**src/rtl/map_pkg.sv**
```systemverilog
// Shared map constants, cell codes and the read-tag type used by the grid
// read path.
package map_pkg;

    // Grid dimensions in cells
    localparam int MAP_W = 40;
    localparam int MAP_H = 30;

    // Coordinate and cell-code widths
    localparam int X_W    = 6;
    localparam int Y_W    = 5;
    localparam int CELL_W = 3;

    // Cell codes held in the grid memory
    localparam logic [CELL_W-1:0] CELL_EMPTY = 3'd0;
    localparam logic [CELL_W-1:0] CELL_WALL  = 3'd1;
    localparam logic [CELL_W-1:0] CELL_DOOR  = 3'd2;
    localparam logic [CELL_W-1:0] CELL_EXIT  = 3'd3;

    // Which requester a lookup belongs to
    typedef enum logic {
        OWNER_P = 1'b0,
        OWNER_R = 1'b1
    } owner_e;

    // Travels alongside each lookup until its data comes back
    typedef struct packed {
        logic   live;
        owner_e owner;
        logic   oob;
    } read_tag_t;

endpackage

```
**src/rtl/read_tag_pipe.sv**
```systemverilog
// Fixed-depth shift register carrying lookup tags in step with the grid
// memory read pipeline. Clearing drops every in-flight tag.
module read_tag_pipe
    import map_pkg::*;
#(
    parameter int DEPTH = 2
) (
    input  logic      clock,
    input  logic      reset,
    input  read_tag_t i_tag,
    output read_tag_t o_tag
);

    read_tag_t r_stage [DEPTH];

    // Shift tags one stage per cycle; reset empties the whole pipe
    always_ff @(posedge clock or negedge reset) begin
        if (!reset) begin
            for (int i = 0; i < DEPTH; i++) begin
                r_stage[i] <= '0;
            end
        end else begin
            r_stage[0] <= i_tag;
            for (int i = 1; i < DEPTH; i++) begin
                r_stage[i] <= r_stage[i-1];
            end
        end
    end

    assign o_tag = r_stage[DEPTH-1];

endmodule

```
**src/rtl/grid_read_arbiter.sv**
```systemverilog
// Round-robin arbiter sharing the grid memory read port between the player
// updater and the raycaster. One lookup per cycle, fully pipelined, results
// routed back to the issuing requester in grant order.
module grid_read_arbiter #(
    parameter int                               MAP_W        = map_pkg::MAP_W,
    parameter int                               MAP_H        = map_pkg::MAP_H,
    parameter int                               READ_LATENCY = 1,
    parameter logic [map_pkg::CELL_W-1:0]       OOB_CELL     = map_pkg::CELL_WALL
) (
    input  logic                           clock,
    input  logic                           reset,
    input  logic                           p_req,
    input  logic [map_pkg::X_W-1:0]        p_x,
    input  logic [map_pkg::Y_W-1:0]        p_y,
    output logic                           p_gnt,
    output logic                           p_valid,
    output logic [map_pkg::CELL_W-1:0]     p_data,
    input  logic                           r_req,
    input  logic [map_pkg::X_W-1:0]        r_x,
    input  logic [map_pkg::Y_W-1:0]        r_y,
    output logic                           r_gnt,
    output logic                           r_valid,
    output logic [map_pkg::CELL_W-1:0]     r_data,
    output logic [map_pkg::X_W-1:0]        grid_x,
    output logic [map_pkg::Y_W-1:0]        grid_y,
    input  logic [map_pkg::CELL_W-1:0]     grid_out
);

    import map_pkg::*;

    // One stage for the address register plus READ_LATENCY memory stages
    localparam int TAG_DEPTH = READ_LATENCY + 1;

    logic              w_p_gnt;
    logic              w_r_gnt;
    logic              w_any_gnt;
    logic [X_W-1:0]    w_sel_x;
    logic [Y_W-1:0]    w_sel_y;
    logic              w_oob;
    read_tag_t         w_tag_in;
    read_tag_t         w_tail;
    logic [CELL_W-1:0] w_cell;

    logic              r_last_p;     // 1: most recent grant went to the raycaster
    logic [X_W-1:0]    r_grid_x;
    logic [Y_W-1:0]    r_grid_y;
    logic              r_p_valid;
    logic              r_r_valid;
    logic [CELL_W-1:0] r_p_data;
    logic [CELL_W-1:0] r_r_data;

    // Round-robin grant: contention goes to whoever was not served last;
    // nothing is granted while reset is held
    always_comb begin
        w_p_gnt = 1'b0;
        w_r_gnt = 1'b0;
        if (reset) begin
            if (p_req && r_req) begin
                if (r_last_p) begin
                    w_p_gnt = 1'b1;
                end else begin
                    w_r_gnt = 1'b1;
                end
            end else if (p_req) begin
                w_p_gnt = 1'b1;
            end else if (r_req) begin
                w_r_gnt = 1'b1;
            end
        end
    end

    assign w_any_gnt = w_p_gnt | w_r_gnt;
    assign w_sel_x   = w_r_gnt ? r_x : p_x;
    assign w_sel_y   = w_r_gnt ? r_y : p_y;
    // Out-of-range lookups still use the memory slot so ordering is unchanged
    assign w_oob     = (w_sel_x >= X_W'(MAP_W)) || (w_sel_y >= Y_W'(MAP_H));

    assign w_tag_in.live  = w_any_gnt;
    assign w_tag_in.owner = w_r_gnt ? OWNER_R : OWNER_P;
    assign w_tag_in.oob   = w_any_gnt & w_oob;

    // Remember who was served last and register the granted address
    always_ff @(posedge clock or negedge reset) begin
        if (!reset) begin
            r_last_p <= 1'b1;
            r_grid_x <= '0;
            r_grid_y <= '0;
        end else if (w_any_gnt) begin
            r_last_p <= w_r_gnt;
            r_grid_x <= w_sel_x;
            r_grid_y <= w_sel_y;
        end
    end

    read_tag_pipe #(
        .DEPTH (TAG_DEPTH)
    ) u_tag_pipe (
        .clock (clock),
        .reset (reset),
        .i_tag (w_tag_in),
        .o_tag (w_tail)
    );

    assign w_cell = w_tail.oob ? OOB_CELL : grid_out;

    // Return stage: steer the memory data to the owning requester and pulse its valid
    always_ff @(posedge clock or negedge reset) begin
        if (!reset) begin
            r_p_valid <= 1'b0;
            r_r_valid <= 1'b0;
            r_p_data  <= '0;
            r_r_data  <= '0;
        end else begin
            r_p_valid <= w_tail.live && (w_tail.owner == OWNER_P);
            r_r_valid <= w_tail.live && (w_tail.owner == OWNER_R);
            if (w_tail.live) begin
                if (w_tail.owner == OWNER_P) begin
                    r_p_data <= w_cell;
                end else begin
                    r_r_data <= w_cell;
                end
            end
        end
    end

    assign p_gnt   = w_p_gnt;
    assign r_gnt   = w_r_gnt;
    assign grid_x  = r_grid_x;
    assign grid_y  = r_grid_y;
    assign p_valid = r_p_valid;
    assign r_valid = r_r_valid;
    assign p_data  = r_p_data;
    assign r_data  = r_r_data;

endmodule

```
**config.mk**
```make
export PLATFORM = sky130hd
export DESIGN_NAME = grid_read_arbiter
export DESIGN_NICKNAME = d
export VERILOG_FILES = /design/src/rtl/map_pkg.sv /design/src/rtl/read_tag_pipe.sv /design/src/rtl/grid_read_arbiter.sv
export SDC_FILE = /design/constraint.sdc
export NUM_CORES = 1
export LEC_CHECK = 0
export BUFFER_PORTS_ARGS = -buffer_cell sky130_fd_sc_hd__buf_2
export CAP_MARGIN = 15
export CORE_MARGIN = 5
export CORE_UTILIZATION = 48
export CTS_CLUSTER_DIAMETER = 30
export DETAILED_ROUTE_END_ITERATION = 12
export GPL_ROUTABILITY_DRIVEN = 0
export MAX_ROUTING_LAYER = met4
export PLACE_DENSITY = 0.82
export SLEW_MARGIN = 10
export SYNTH_ARGS = -nofsm -noshare
export SYNTH_HDL_FRONTEND = slang
export SYNTH_SLANG_ARGS = --single-unit
export TNS_END_PERCENT = 20
```
**constraint.sdc**
```tcl
create_clock -name clock -period 2.31 [get_ports clock]
set_clock_uncertainty 0.1 [all_clocks]
set_input_delay 0.3465 -clock clock [delete_from_list [all_inputs] [get_ports clock]]
set_output_delay 0.3465 -clock clock [all_outputs]
set_load 0.02 [all_outputs]
```
## After elaboration in Yosys (flattened, before gate mapping)

Index checks and enable logic that the tools add are counted.

- Output and inout port bits: 21
- Logic and storage cells: 37
- Input port bits: 29
- Flip-flop bits (word level): 26

- Mux-type cells: 13
- Bitwise operators: 3
- Order comparisons: 2
- Reductions and logical operators: 6

Operator list:

| kind | count |
|---|---|
| $mux 1 | 10 |
| $ge 6x6->1 const B | 1 |
| $mux 6 | 1 |
| $ge 5x5->1 const B | 1 |
| $mux 5 | 1 |
| $reduce_and 2->1 | 2 |
| $logic_and 1x1->1 | 3 |
| $mux 3 | 1 |
| $and 1x1->1 | 1 |
| $logic_or 1x1->1 | 1 |
| $not 1->1 | 1 |
| $or 1x1->1 | 1 |

## Logic depth before layout (Yosys ltp)

- Word-level depth: 8
- Depth in mapped cells: 5
- Mapped depth without buffers: 4

## Cells and area by module

From an unflattened synthesis, not the netlist that was laid out.

- Cell total of the unflattened synthesis: 103
- Area total of the unflattened synthesis: 1107.3 sq um

By module, submodules not included:

| module | seq. area each (sq um) | area each (sq um) | times used | cells each |
|---|---|---|---|---|
| grid_read_arbiter | 501.7 | 934.6 | 1 | 94 |
| read_tag_pipe | 150.1 | 172.7 | 1 | 9 |

## Worst setup path after synthesis

No wires, ideal clock.

- Kind: register -> output
- From: reg r_last_p
- To: out r_gnt
- Path slack: 890 ps
- Data arrival time: 974 ps
- Cell stages (with the launch flop): 5
- Path buffers: 1
- Required time: 1864 ps
- Cells stage by stage: dfstp_2 -> nand2_1 -> nand3_4 -> buf_12 -> inv_1

- Cells in the longest elaborated chain, start to end: 3

Ends and longest elaborated chain:

| what | line | RTL |
|---|---|---|
| start, declared | grid_read_arbiter.sv:44 | `logic r_last_p;` |
| start signal, assigned | grid_read_arbiter.sv:89 | `r_last_p <= w_r_gnt;` |
| $mux 1 | grid_read_arbiter.sv:59 | `if (r_last_p) begin` |
| $mux 1 | grid_read_arbiter.sv:58 | `if (p_req && r_req) begin` |
| $mux 1 | grid_read_arbiter.sv:57 | `if (reset) begin` |
| end, declared | grid_read_arbiter.sv:21 | `output logic r_gnt,` |

Every way passes these cells.

## Final worst setup path

- From: in reset
- To: out r_gnt

- Cells in the longest elaborated chain, start to end: 1

Ends and longest elaborated chain:

| what | line | RTL |
|---|---|---|
| start, declared | grid_read_arbiter.sv:11 | `input logic reset,` |
| $mux 1 | grid_read_arbiter.sv:57 |  |

Every way passes these cells.

==> impl_metrics.yaml <==
outcome:
  outcome: "finished, final reports clean"
setup_path:
  end_kind: "output pin"
  worstSetupStartpointType: "input port"
  arrival_ns: 1.61
  cp_top_family: "buffers and inverters"
  required_ns: 1.86
  reg2reg_slack_ns: 0.89
  path_cells: "dlygate4sd3_1, buf_2, nand3_4, inv_1, buf_2"
  r2r-end: "grid_x[4]"
  critPathKind: "input port to output pin"
  r2r-start: "r_last_p"
  path_buf_inv: 4
  crit_path_max_fanout: 14
  cpMostUsedCell: "buf_2"
  slowest_stage: "dlygate4sd3_1"
  slowest_delay_ns: 0.52
  r2r_cells: 4
floorplan:
  coreArea_sq_um: 2190
  io-pin-count: 50
  fp.dieH_microns: 57.7
  die_x_microns: 57.7
  start_util_pct: 49.9
  die-area_sq_um: 3330
  rows: 17
sta:
  rsz0062_at_grt: "false"
  slew_violations: 0
  period_minus_slack_ns: 2.05
  fin_setup_tns_ns: 0
  setup_viol: 0
  tightest_slew_ns: 0.648
  period_share_pct: 88.9
  holdWs_ns: 0.192
  max_slew_margin_pct: 56.7
  fmax_ghz: 0.487
  hold_viol_final: 0
drt:
  avgViaCountPerCell: 4.99
  drt-wirelength-per-cell_microns: 12.1
  first_pass_iters: 4
  routed_wl_mm: 2.21
  drc: 0
  postRouteAntennaNets: 0
  drt_iter0_drc: 8
  dr_total_vias: 908
cells_and_area:
  fill_cells: 187
  area_delta_synth_final_pct: 29.4
  nets: 184
  diodes: 0
  multi_input_area_sq_um: 397
  drive_gt1_share_pct: 39.0
  seqCellArea_sq_um: 652
global_route:
  grt_util_all_layers_pct: 15.3
  gr-total-overflow: 0
  grt_pass1_vias: 925
  grt_first_pass_wirelength_mm: 3.89
  grt_start_max_net_pins: 15
  antenna_found_initial: 0
yosys:
  ys_seq_elements: 26
  synth.distinct_cells: 21
  yosys_warnings: 0
  synth-edff-count: 0
  ys_top_cells_by_count: "dfrtp_1, nand2_1, mux2i_1, o21ai_1, o21ai_0"
  yosys.area.top_type: "dfrtp_1"
  syn-cell-area_sq_um: 1090
  netlist.area_leader.share_pct: 57.2
  async_reset_ff_share_pct: 100
  synth_top_flop_cell: "dfrtp_1"
  syn-num-nets: 129
  synthTopCellsByArea: "dfrtp_1, mux2i_1, nand2_1, o21ai_1, o21ai_0"
  post_synth.cell_area_avg_sq_um: 10.9
  netlist_instances: 100
  seq_area_frac_synth_pct: 59.6
  synth_most_common_cell: "dfrtp_1"
clocking:
  cts_tree: "done"
  cts_max_level: 1
  clk_path_buf_depth: 2
  clk_latency_ns: 0.31
  postCtsResizedCells: 0
  clk_pin_slew_ns: 0.13
  clkSinkCount: 26
  cts-buffers-inserted: 3
  root_buffer: "clkbuf_4"
placed_design:
  dp_hpwl_mm: 1.74
  port_buffers: 49
hold_path:
  hold_depth: 3
  min_from: "r_x[0]"
  holdCritPathClass: "input port to flop"
  hold_end: "grid_x[0]"
pwr:
  ir_worst_vdd_mv: 0.333
  p_leak_nw: 0.813
  p_per_area_nw_per_um2: 720
run:
  drv_cap: 0
[cell usage in the layout (no fill, tap or decap)]
| cell type | Yosys | layout |
|---|---|---|
| o21ai_0 | 8 | 8 |
| clkbuf_8 | 0 | 1 |
| nand2_1 | 20 | 20 |
| mux2i_1 | 10 | 10 |
| a22o_1 | 1 | 1 |
| dfrtp_1 | 25 | 25 |
| a32o_2 | 1 | 1 |
| buf_2 | 2 | 49 |
| nor2_1 | 4 | 4 |
| and3_2 | 1 | 1 |
| a22oi_1 | 1 | 1 |
| dfstp_2 | 1 | 1 |
| inv_1 | 4 | 4 |
| o21ai_1 | 10 | 10 |
| nand3_4 | 1 | 1 |
| clkbuf_4 | 0 | 3 |
| and2_1 | 1 | 1 |
| a31oi_1 | 1 | 1 |
| nand3_1 | 1 | 1 |
| and3_1 | 2 | 2 |
| nand2b_1 | 4 | 4 |
| buf_4 | 0 | 2 |
| dlygate4sd3_1 | 0 | 2 |
| o21ai_2 | 1 | 1 |
[registers in the layout, summed over array words and instances, names as in the netlist]
register            count
grid_x                  6
u_tag_pipe.o_tag        3
p_valid                 1
r_valid                 1
u_tag_pipe.r_stage      3
r_data                  3
grid_y                  5
r_last_p                1
p_data                  3
[routing by layer]
layer	share of wire [%]	track usage, %
met5	0	-
met1	43	19.5
met2	45	23.1
met3	10	3.56
met4	1.4	6.95
[logic make-up (layout without fill, tap and decap cells)]
family | Yosys count | in the layout | synth area share, %
multiplexers | 10 | 10 | 9.15
AND/OR/NAND/NOR | 34 | 34 | 15.0
AO/OA/AOI/OAI | 23 | 23 | 12.1
buffers and inverters | 7 | 61 | 4.12
flip-flops | 26 | 26 | 59.6
[how the worst max path moves through the flow]
stage / startpoint / end / slack, ns / cells after the start
detailed placement: reset / r_gnt / 0.49 / 4
floorplan: r_last_p / r_gnt / 0.89 / 4
CTS: reset / r_gnt / 0.24 / 5
global route: reset / r_gnt / 0.17 / 5
global placement: reset / r_gnt / 0.53 / 4
finish: reset / r_gnt / 0.26 / 5
[final cells by class]
cell class	count	share of cell area, %
Sequential cell	26	46.1
Tap cell	28	2.48
Timing Repair Buffer	53	19.8
Clock buffer	4	2.56
Inverter	4	1.06
Multi-Input combinational cell	67	28.0
[timing repair]
action / CTS / global route
setup buffers: 0 / 0
hold buffers: 2 / 0
hold endpoints to repair: 14 / 0
[report_power, final]
part	internal, mW	total, mW	switching [mW]
Sequential	0.516	0.545	0.0291
Combinational	0.0974	0.255	0.158
Clock	0.0963	0.219	0.123
Total	0.710	1.02	0.310
[tightest hold or removal path, stage by stage]
cell,delay [ns]
buf_2,0.08
mux2i_1,0.05
o21ai_1,0.10
[per-stage QoR]
| stage | instances | util [%] | cell area, sq um | power, mW | worst slack, ns |
|---|---|---|---|---|---|
| 6_report | 182 | 64.6 | 1420 | 1.02 | 0.256 |
| 3_3_place_gp | 176 | 62.0 | 1360 | 0.802 | 0.534 |
| 3_5_place_dp | 176 | 62.0 | 1360 | 0.811 | 0.491 |
| 5_1_grt | 182 | 64.6 | 1420 | 1.08 | 0.166 |
| 2_1_floorplan | 100 | - | 1090 | 0.703 | 0.890 |
| 4_1_cts | 182 | 64.6 | 1420 | 1.03 | 0.243 |
No activity file was read; power rests on OpenSTA's default activity.
